[config.mk]
export PLATFORM = sky130hd
export DESIGN_NAME = clk_period_monitor
export DESIGN_NICKNAME = d
export VERILOG_FILES = /design/src/rtl/clk_mon_pkg.sv /design/src/rtl/sync_edge_det.sv /design/src/rtl/clk_period_monitor.sv
export SDC_FILE = /design/constraint.sdc
export NUM_CORES = 1
export LEC_CHECK = 0
export CORE_UTILIZATION = 55
export CTS_CLUSTER_DIAMETER = 40
export CTS_CLUSTER_SIZE = 16
export DETAILED_ROUTE_END_ITERATION = 10
export GPL_ROUTABILITY_DRIVEN = 0
export GPL_TIMING_DRIVEN = 0
export PLACE_DENSITY = 0.81
export SLEW_MARGIN = 20
export SYNTH_ARGS = -nofsm -noshare
export SYNTH_HDL_FRONTEND = slang
export SYNTH_HIERARCHICAL = 1
export SYNTH_SLANG_ARGS = --single-unit
[constraint.sdc]
create_clock -name clk -period 2.64 [get_ports clk]
set_clock_uncertainty 0.2 [all_clocks]
set_input_delay 0.528 -clock clk [delete_from_list [all_inputs] [get_ports clk]]
set_output_delay 0.528 -clock clk [all_outputs]
set_load 0.02 [all_outputs]
[src/rtl/clk_mon_pkg.sv]
// Shared types, default constants and helpers for the clock period monitor.
package clk_mon_pkg;

    typedef enum logic [1:0] {
        IDLE = 2'd0,
        SYNC = 2'd1,
        HIGH = 2'd2,
        LOW  = 2'd3
    } mon_state_t;

    localparam int DEF_CNT_W      = 16;
    localparam int DEF_EXP_PERIOD = 10;
    localparam int DEF_TOL        = 1;
    localparam int DEF_TIMEOUT    = 64;

    // Increment that sticks at max_value instead of wrapping; callers
    // zero-extend their counters to 32 bits, so counters up to 32 bits wide fit.
    function automatic logic [31:0] sat_inc(input logic [31:0] value,
                                            input logic [31:0] max_value);
        return (value >= max_value) ? max_value : value + 32'd1;
    endfunction

endpackage

[src/rtl/sync_edge_det.sv]
// Two-flop synchronizer for an asynchronous level, with one-cycle rise and
// fall pulses derived from the synchronized value and its previous sample.
module sync_edge_det (
    input  logic clk,
    input  logic rst,
    input  logic din,
    output logic rise,
    output logic fall
);

    logic meta_q;
    logic sync_q;
    logic prev_q;

    // Synchronizer chain plus one history flop for edge detection.
    always_ff @(posedge clk) begin
        if (rst) begin
            meta_q <= 1'b0;
            sync_q <= 1'b0;
            prev_q <= 1'b0;
        end else begin
            meta_q <= din;
            sync_q <= meta_q;
            prev_q <= sync_q;
        end
    end

    assign rise = sync_q & ~prev_q;
    assign fall = ~sync_q & prev_q;

endmodule

[src/rtl/clk_period_monitor.sv]
// Measures period and high time of an asynchronous clock in clk cycles,
// flagging out-of-tolerance periods and a stuck/missing clock.
module clk_period_monitor
    import clk_mon_pkg::*;
#(
    parameter int CNT_W      = DEF_CNT_W,
    parameter int EXP_PERIOD = DEF_EXP_PERIOD,
    parameter int TOL        = DEF_TOL,
    parameter int TIMEOUT    = DEF_TIMEOUT
) (
    input  logic             clk,
    input  logic             rst,
    input  logic             en,
    input  logic             clr_err,
    input  logic             mon_clk,
    output logic             meas_valid,
    output logic [CNT_W-1:0] period_o,
    output logic [CNT_W-1:0] high_o,
    output logic [CNT_W-1:0] edge_cnt,
    output logic             err_period,
    output logic             err_stuck,
    output logic [1:0]       state_o
);

    localparam logic [CNT_W-1:0] CNT_ONES  = '1;
    localparam logic [CNT_W-1:0] CNT_ONE   = CNT_W'(1);
    localparam logic [CNT_W-1:0] TIMEOUT_C = CNT_W'(TIMEOUT);
    localparam logic signed [CNT_W:0] EXP_S = (CNT_W+1)'(EXP_PERIOD);
    localparam logic signed [CNT_W:0] TOL_S = (CNT_W+1)'(TOL);

    logic rise;
    logic fall;

    mon_state_t       state, state_nxt;
    logic [CNT_W-1:0] cyc_cnt, cyc_nxt;
    logic [CNT_W-1:0] since_edge, since_nxt;
    logic [CNT_W-1:0] high_tmp, high_tmp_nxt;
    logic [CNT_W-1:0] period_nxt, high_nxt, edge_nxt;
    logic             meas_nxt, err_period_nxt, err_stuck_nxt;
    logic             period_bad, set_period, set_stuck;
    logic signed [CNT_W:0] diff, mag;

    sync_edge_det u_sync (
        .clk  (clk),
        .rst  (rst),
        .din  (mon_clk),
        .rise (rise),
        .fall (fall)
    );

    // Distance of the running count from the expected period, done one bit
    // wider and signed so short periods give a negative difference.
    always_comb begin
        diff       = $signed({1'b0, cyc_cnt}) - EXP_S;
        mag        = diff[CNT_W] ? -diff : diff;
        period_bad = (mag > TOL_S);
    end

    // Next-state and next-output logic; en low overrides everything and
    // throws away any half-finished measurement.
    always_comb begin
        state_nxt    = state;
        cyc_nxt      = CNT_W'(sat_inc(32'(cyc_cnt), 32'(CNT_ONES)));
        since_nxt    = CNT_W'(sat_inc(32'(since_edge), 32'(CNT_ONES)));
        high_tmp_nxt = high_tmp;
        period_nxt   = period_o;
        high_nxt     = high_o;
        edge_nxt     = edge_cnt;
        meas_nxt     = 1'b0;
        set_period   = 1'b0;
        set_stuck    = 1'b0;

        if (rise || fall) begin
            since_nxt = CNT_ONE;
        end

        case (state)
            IDLE: begin
                cyc_nxt   = '0;
                since_nxt = '0;
                state_nxt = SYNC;
            end
            SYNC: begin
                if (rise) begin
                    state_nxt = HIGH;
                    cyc_nxt   = CNT_ONE;
                    edge_nxt  = edge_cnt + CNT_ONE;
                end
            end
            HIGH: begin
                if (fall) begin
                    state_nxt    = LOW;
                    high_tmp_nxt = cyc_cnt;
                end else if (since_edge >= TIMEOUT_C) begin
                    state_nxt = SYNC;
                    set_stuck = 1'b1;
                end
            end
            LOW: begin
                if (rise) begin
                    state_nxt  = HIGH;
                    period_nxt = cyc_cnt;
                    high_nxt   = high_tmp;
                    meas_nxt   = 1'b1;
                    cyc_nxt    = CNT_ONE;
                    edge_nxt   = edge_cnt + CNT_ONE;
                    set_period = period_bad;
                end else if (since_edge >= TIMEOUT_C) begin
                    state_nxt = SYNC;
                    set_stuck = 1'b1;
                end
            end
            default: state_nxt = IDLE;
        endcase

        if (!en) begin
            state_nxt    = IDLE;
            cyc_nxt      = '0;
            since_nxt    = '0;
            high_tmp_nxt = high_tmp;
            period_nxt   = period_o;
            high_nxt     = high_o;
            edge_nxt     = edge_cnt;
            meas_nxt     = 1'b0;
            set_period   = 1'b0;
            set_stuck    = 1'b0;
        end

        err_period_nxt = set_period | (err_period & ~clr_err);
        err_stuck_nxt  = set_stuck  | (err_stuck  & ~clr_err);
    end

    // State, counters and registered outputs.
    always_ff @(posedge clk) begin
        if (rst) begin
            state      <= IDLE;
            cyc_cnt    <= '0;
            since_edge <= '0;
            high_tmp   <= '0;
            period_o   <= '0;
            high_o     <= '0;
            edge_cnt   <= '0;
            meas_valid <= 1'b0;
            err_period <= 1'b0;
            err_stuck  <= 1'b0;
        end else begin
            state      <= state_nxt;
            cyc_cnt    <= cyc_nxt;
            since_edge <= since_nxt;
            high_tmp   <= high_tmp_nxt;
            period_o   <= period_nxt;
            high_o     <= high_nxt;
            edge_cnt   <= edge_nxt;
            meas_valid <= meas_nxt;
            err_period <= err_period_nxt;
            err_stuck  <= err_stuck_nxt;
        end
    end

    assign state_o = state;

endmodule

# Yosys cells after proc, flatten, opt, wreduce, memory -nomap -nowiden
# Index checks and enable logic that the tools add are counted.
# W data, S select, Z words.
# op_classes
n_addsub	5
magnitude_cmp	4
eq_ne	4
mux	20
n_bitwise	11
n_reduce_logical	10
# ops
operator	count
$add A16 B1 Y16 const B	3
$mux W16	3
$ge A16 B16 Y1 const B	2
$pmux W16 S2	1
$gt A17 B2 Y1 const B	1
$mux W17	1
$neg A17 Y17	1
$sub A16 B4 Y17 const B	1
$ge A16 B7 Y1 const B	1
$mux W1	9
$reduce_and A3 Y1	3
$mux W2	4
$pmux W2 S4	1
$reduce_or A3 Y1	2
$not A1 Y1	5
$and A1 B1 Y1	4
$eq A2 B2 Y1 const B	2
$reduce_or A2 Y1	2
$reduce_or A4 Y1	1
$eq A2 B1 Y1 const B	1
$logic_not A2 Y1	1
$ne A2 B2 Y1 const B	1
$or A1 B1 Y1	2
$pmux W1 S2	1
$logic_or A1 B1 Y1	1
# word_totals
register_bits	104
elab_cells	68

# Depth between registers and ports, before layout
# depth
depth_word	8
depth_mapped	9
ltp_nobuf	8

# Cells and area by module
# The synthesis kept the hierarchy.
# by_module_without_submodules
module	n_inst	cells_each	area_each_um2
clk_period_monitor	1	543	4400.5
sync_edge_det	1	8	91.3

# Worst setup path before layout
# OpenSTA, ideal clock, no wires.
# synth_path
path_type	reg2reg
from	register cyc_cnt[2]
to	register err_period
setup_ns	0.125
arrival_ns	1.913
required_ns	2.315
path_slack_ns	0.402
stages_incl_launch_ff	9
path_buffers	1
period_less_slack_ns	2.238
cell_sequence	dfxtp_1 clkbuf_1 inv_1 ha_1 nor2b_1 nor4_1 nand3b_1 a221o_1 o41a_1
# synth_via
elab_chain_len	8
# synth_lines
element	line_no	rtl
from (decl)	clk_period_monitor.sv:35	logic [CNT_W-1:0] cyc_cnt, cyc_nxt;
from (signal assigned)	clk_period_monitor.sv:148	cyc_cnt <= cyc_nxt;
$sub A16 B4 Y17 (*)	clk_period_monitor.sv:54	diff = $signed({1'b0, cyc_cnt}) - EXP_S;
$neg A17 Y17	clk_period_monitor.sv:55	mag = diff[CNT_W] ? -diff : diff;
$mux W17 (*)	clk_period_monitor.sv:55	
$gt A17 B2 Y1 (*)	clk_period_monitor.sv:56	period_bad = (mag > TOL_S);
$mux W1 (*)	clk_period_monitor.sv:100	if (rise) begin
$mux W1 (*)	clk_period_monitor.sv:77	case (state)
$mux W1 (*)	clk_period_monitor.sv:116	if (!en) begin
$or A1 B1 Y1 (*)	clk_period_monitor.sv:129	err_period_nxt = set_period | (err_period & ~clr_err);
to (signal assigned)	clk_period_monitor.sv:155	err_period <= err_period_nxt;
to (decl)	clk_period_monitor.sv:20	output logic err_period,
# Every way passes the cells marked *; elsewhere a longest branch is shown, timed or not.
# A chain may end at the register's enable or synchronous reset.

# Worst setup path in the final report
# Same ends and word-level chain as after synthesis.

==> summary.txt <==
Clock tree
  • Clock Latency Late Sink: 370 ps
  • TritonCTS Buffers: 9
  • CTS Sinks: 104
  • CTS Buffer Depth: 2
  • # Post-CTS Setup Buffers: 0
  • CTS root buffer: clkbuf_8
  • H-tree depth: 3
  • CTS tree: yes
  • Clock-pin slew on the worst setup and hold paths: 100 ps

Setup path
  • WS Path Type: register to register
  • CP endpoint kind: register
  • Startpoint types: register
  • Crit path largest cell delay: 330 ps
  • Worst-path cell chain: clkbuf_2, inv_1, ha_1, nor2b_1, nor4_1, nand3b_1, nor3_1, o221ai_2, o41a_1
  • Data required time at the worst endpoint: 2690 ps
  • Worst-path fanout max: 8
  • Slowest CP cell: dfxtp_1
  • Worst EP arrival: 2520 ps

Global route
  • Largest net degree at the start of global routing: 17
  • Initial antenna violation count: 0
  • First-pass GRT wire length: 16.8 mm
  • Overflow after GRT: 0
  • Vias in the first global route: 3723
  • GRT Resource Usage Total: 24.6%

Synthesis
  • Avg Cell Area, Syn: 8.15 um2
  • Post-synth EDFFs: 0
  • Seq cells post-synth: 104
  • Synth warnings: 6
  • Post-synth top flop: dfxtp_1
  • Synth cell types: 56
  • Syn Inst Count: 551
  • Yosys top cell by area: dfxtp_1
  • Synth top area share: 46.4%
  • Mapped Nets: 564
  • Register area share after synthesis: 46.4%
  • Netlist area before placement: 4490 um2
  • Main area contributors after synthesis: dfxtp_1 (46%), nand2_1 (10%), a21oi_1 (8.6%)
  • Post-synth ARST share: 0%

STA
  • Period Utilization, post-route: 93.6%
  • Slew Viols, Final: 0
  • Final Critical Period: 2470 ps
  • Max Freq: 0.405 GHz
  • Relative slew margins: 57.2%
  • Worst slew pin tran: 643 ps
  • Final Hold Viols: 0
  • Unrepaired setup endpoints after global routing: no
  • Final setup fails: 0

Floorplan
  • Row count: 32
  • Die area: 8530 um2
  • Core area: 7810 um2
  • Initial core utilization: 57.5%
  • IO Pins: 58
  • Die W: 92.4 um
  • Die height: 92.4 um

Place
  • Detailed Place HPWL: 7.36 mm
  • IO Port Bufs: 57
  • Placed Instance Area: 5190 um2

Outcome
  • Status: finished, final reports clean

Layout
  • Fin util: 68.9%
  • Layout cell share with drive strength beyond 1: 5.77%
  • Commonest non-fill, non-tap cell in the layout: nand2_1
  • Most frequent cells in the layout: nand2_1 (120), dfxtp_1 (103), a21oi_1 (77)
  • Fillcell total: 661
  • Fin area: 5380 um2
  • Ant. Diodes: 0
  • P&R area growth vs syn: 19.7%
  • Final net count: 632

Routing
  • DRT iter0 DRCs: 193
  • Final WL: 10.3 mm
  • Vias: 4024
  • Drt wl/cell: 14.2 um
  • Drt via density: 5.54
  • Drc violations: 0
  • DRT Pass-1 Iters: 5
  • Post-route ant nets: 0

Pwr
  • PD cells: 473 nW/um2
  • Pleak: 1.79 nW
  • Worst vdd ir: 0.325 mV

Min path
  • Min-delay worst type: register to register

Run
  • Max-cap viol count: 0
-- logic make-up (layout without fill, tap and decap cells) --
| family | after synthesis | after routing | share of synthesized area [%] |
|---|---|---|---|
| multiplexers | 2 | 2 | 0.446 |
| flip-flops | 104 | 104 | 46.4 |
| XOR/XNOR | 35 | 35 | 6.82 |
| adder cells (fa/ha/maj) | 8 | 8 | 2.23 |
| AO/OA/AOI/OAI | 110 | 110 | 13.8 |
| buffers and inverters | 48 | 121 | 4.43 |
| AND/OR/NAND/NOR | 244 | 244 | 25.9 |
-- sequential cells by signal, indices dropped and copies added (netlist names) --
signal	flops
since_edge	16
high_tmp	16
err_period	1
high_o	16
cyc_cnt	16
period_o	16
edge_cnt	16
state_o	2
meas_valid	1
u_sync/prev_q	1
err_stuck	1
u_sync/meta_q	1
u_sync/sync_q	1
-- metrics by stage --
stage               cells  worst slack [ps]  total power, W  TNS [ps]  hold slack (ps)
floorplan             551               402         0.00164         0              214
global placement      710              -161         0.00166      -586              234
detailed placement    710              -204         0.00166     -1960              247
CTS                   726              36.9         0.00255         0              261
global route          726              16.3         0.00261         0              263
finish                726               168         0.00255         0              260
-- report_power, final --
| group | internal, W | switching (W) |
|---|---|---|
| Sequential | 0.00157 | 0.00000562 |
| Combinational | 0.0000163 | 0.0000346 |
| Clock | 0.000372 | 0.000545 |
| Total | 0.00196 | 0.000586 |
-- synth_stat cells, drive strengths merged (7+ instances only) --
cell type / number
nand2b: 7
nand4: 10
clkbuf: 28
dfxtp: 104
ha: 8
nor2b: 8
nand2: 121
o21ai: 10
xnor2: 13
xor2: 22
nor2: 37
buf: 7
and3: 8
nor3: 7
inv: 13
a21oi: 77
nand3: 17
-- critical path: cells and delay by family, from the launching register on --
family / cells / cell delay [ps]
AND/OR/NAND/NOR: 4 / 800
AO/OA/AOI/OAI: 2 / 460
flip-flops: 1 / 330
buffers and inverters: 2 / 300
adder cells (fa/ha/maj): 1 / 250
-- layout make-up --
type | count | area, um2 | area share, %
multi-input combinational | 399 | 2220 | 41.3
inverter | 13 | 48.8 | 0.907
sequential | 104 | 2080 | 38.7
buffer | 35 | 153 | 2.84
clock inverter | 4 | 28.8 | 0.535
tap | 102 | 128 | 2.37
timing repair buffer | 57 | 571 | 10.6
clock buffer | 12 | 145 | 2.70
-- final timing paths --
check	from	endpoint	slack (ps)	depth (start not counted)
setup / recovery	cyc_cnt[2]	err_period	170	9
hold / removal	high_o[9]	high_o[9]	260	2
setup reg to reg	cyc_cnt[2]	err_period	170	9
hold reg to reg	high_o[9]	high_o[9]	260	2
-- timing repair --
item,CTS,global route
endpoints found under the setup margin,0,14
resized for setup,0,7
hold buffers,0,0
-- routing by layer --
layer | share of wire, % | global-route usage [%] | vias to the layer above | routed length (um)
met5 | 0 | 0 | - | 0
met4 | 1.9 | 10.8 | 0 | 197
met3 | 4.1 | 4.35 | 20 | 421
met2 | 48 | 40.2 | 116 | 4950
met1 | 46 | 31.7 | 1891 | 4750
li1 | - | - | 1997 | -
Note: power is estimated with default switching activity, not from simulation.
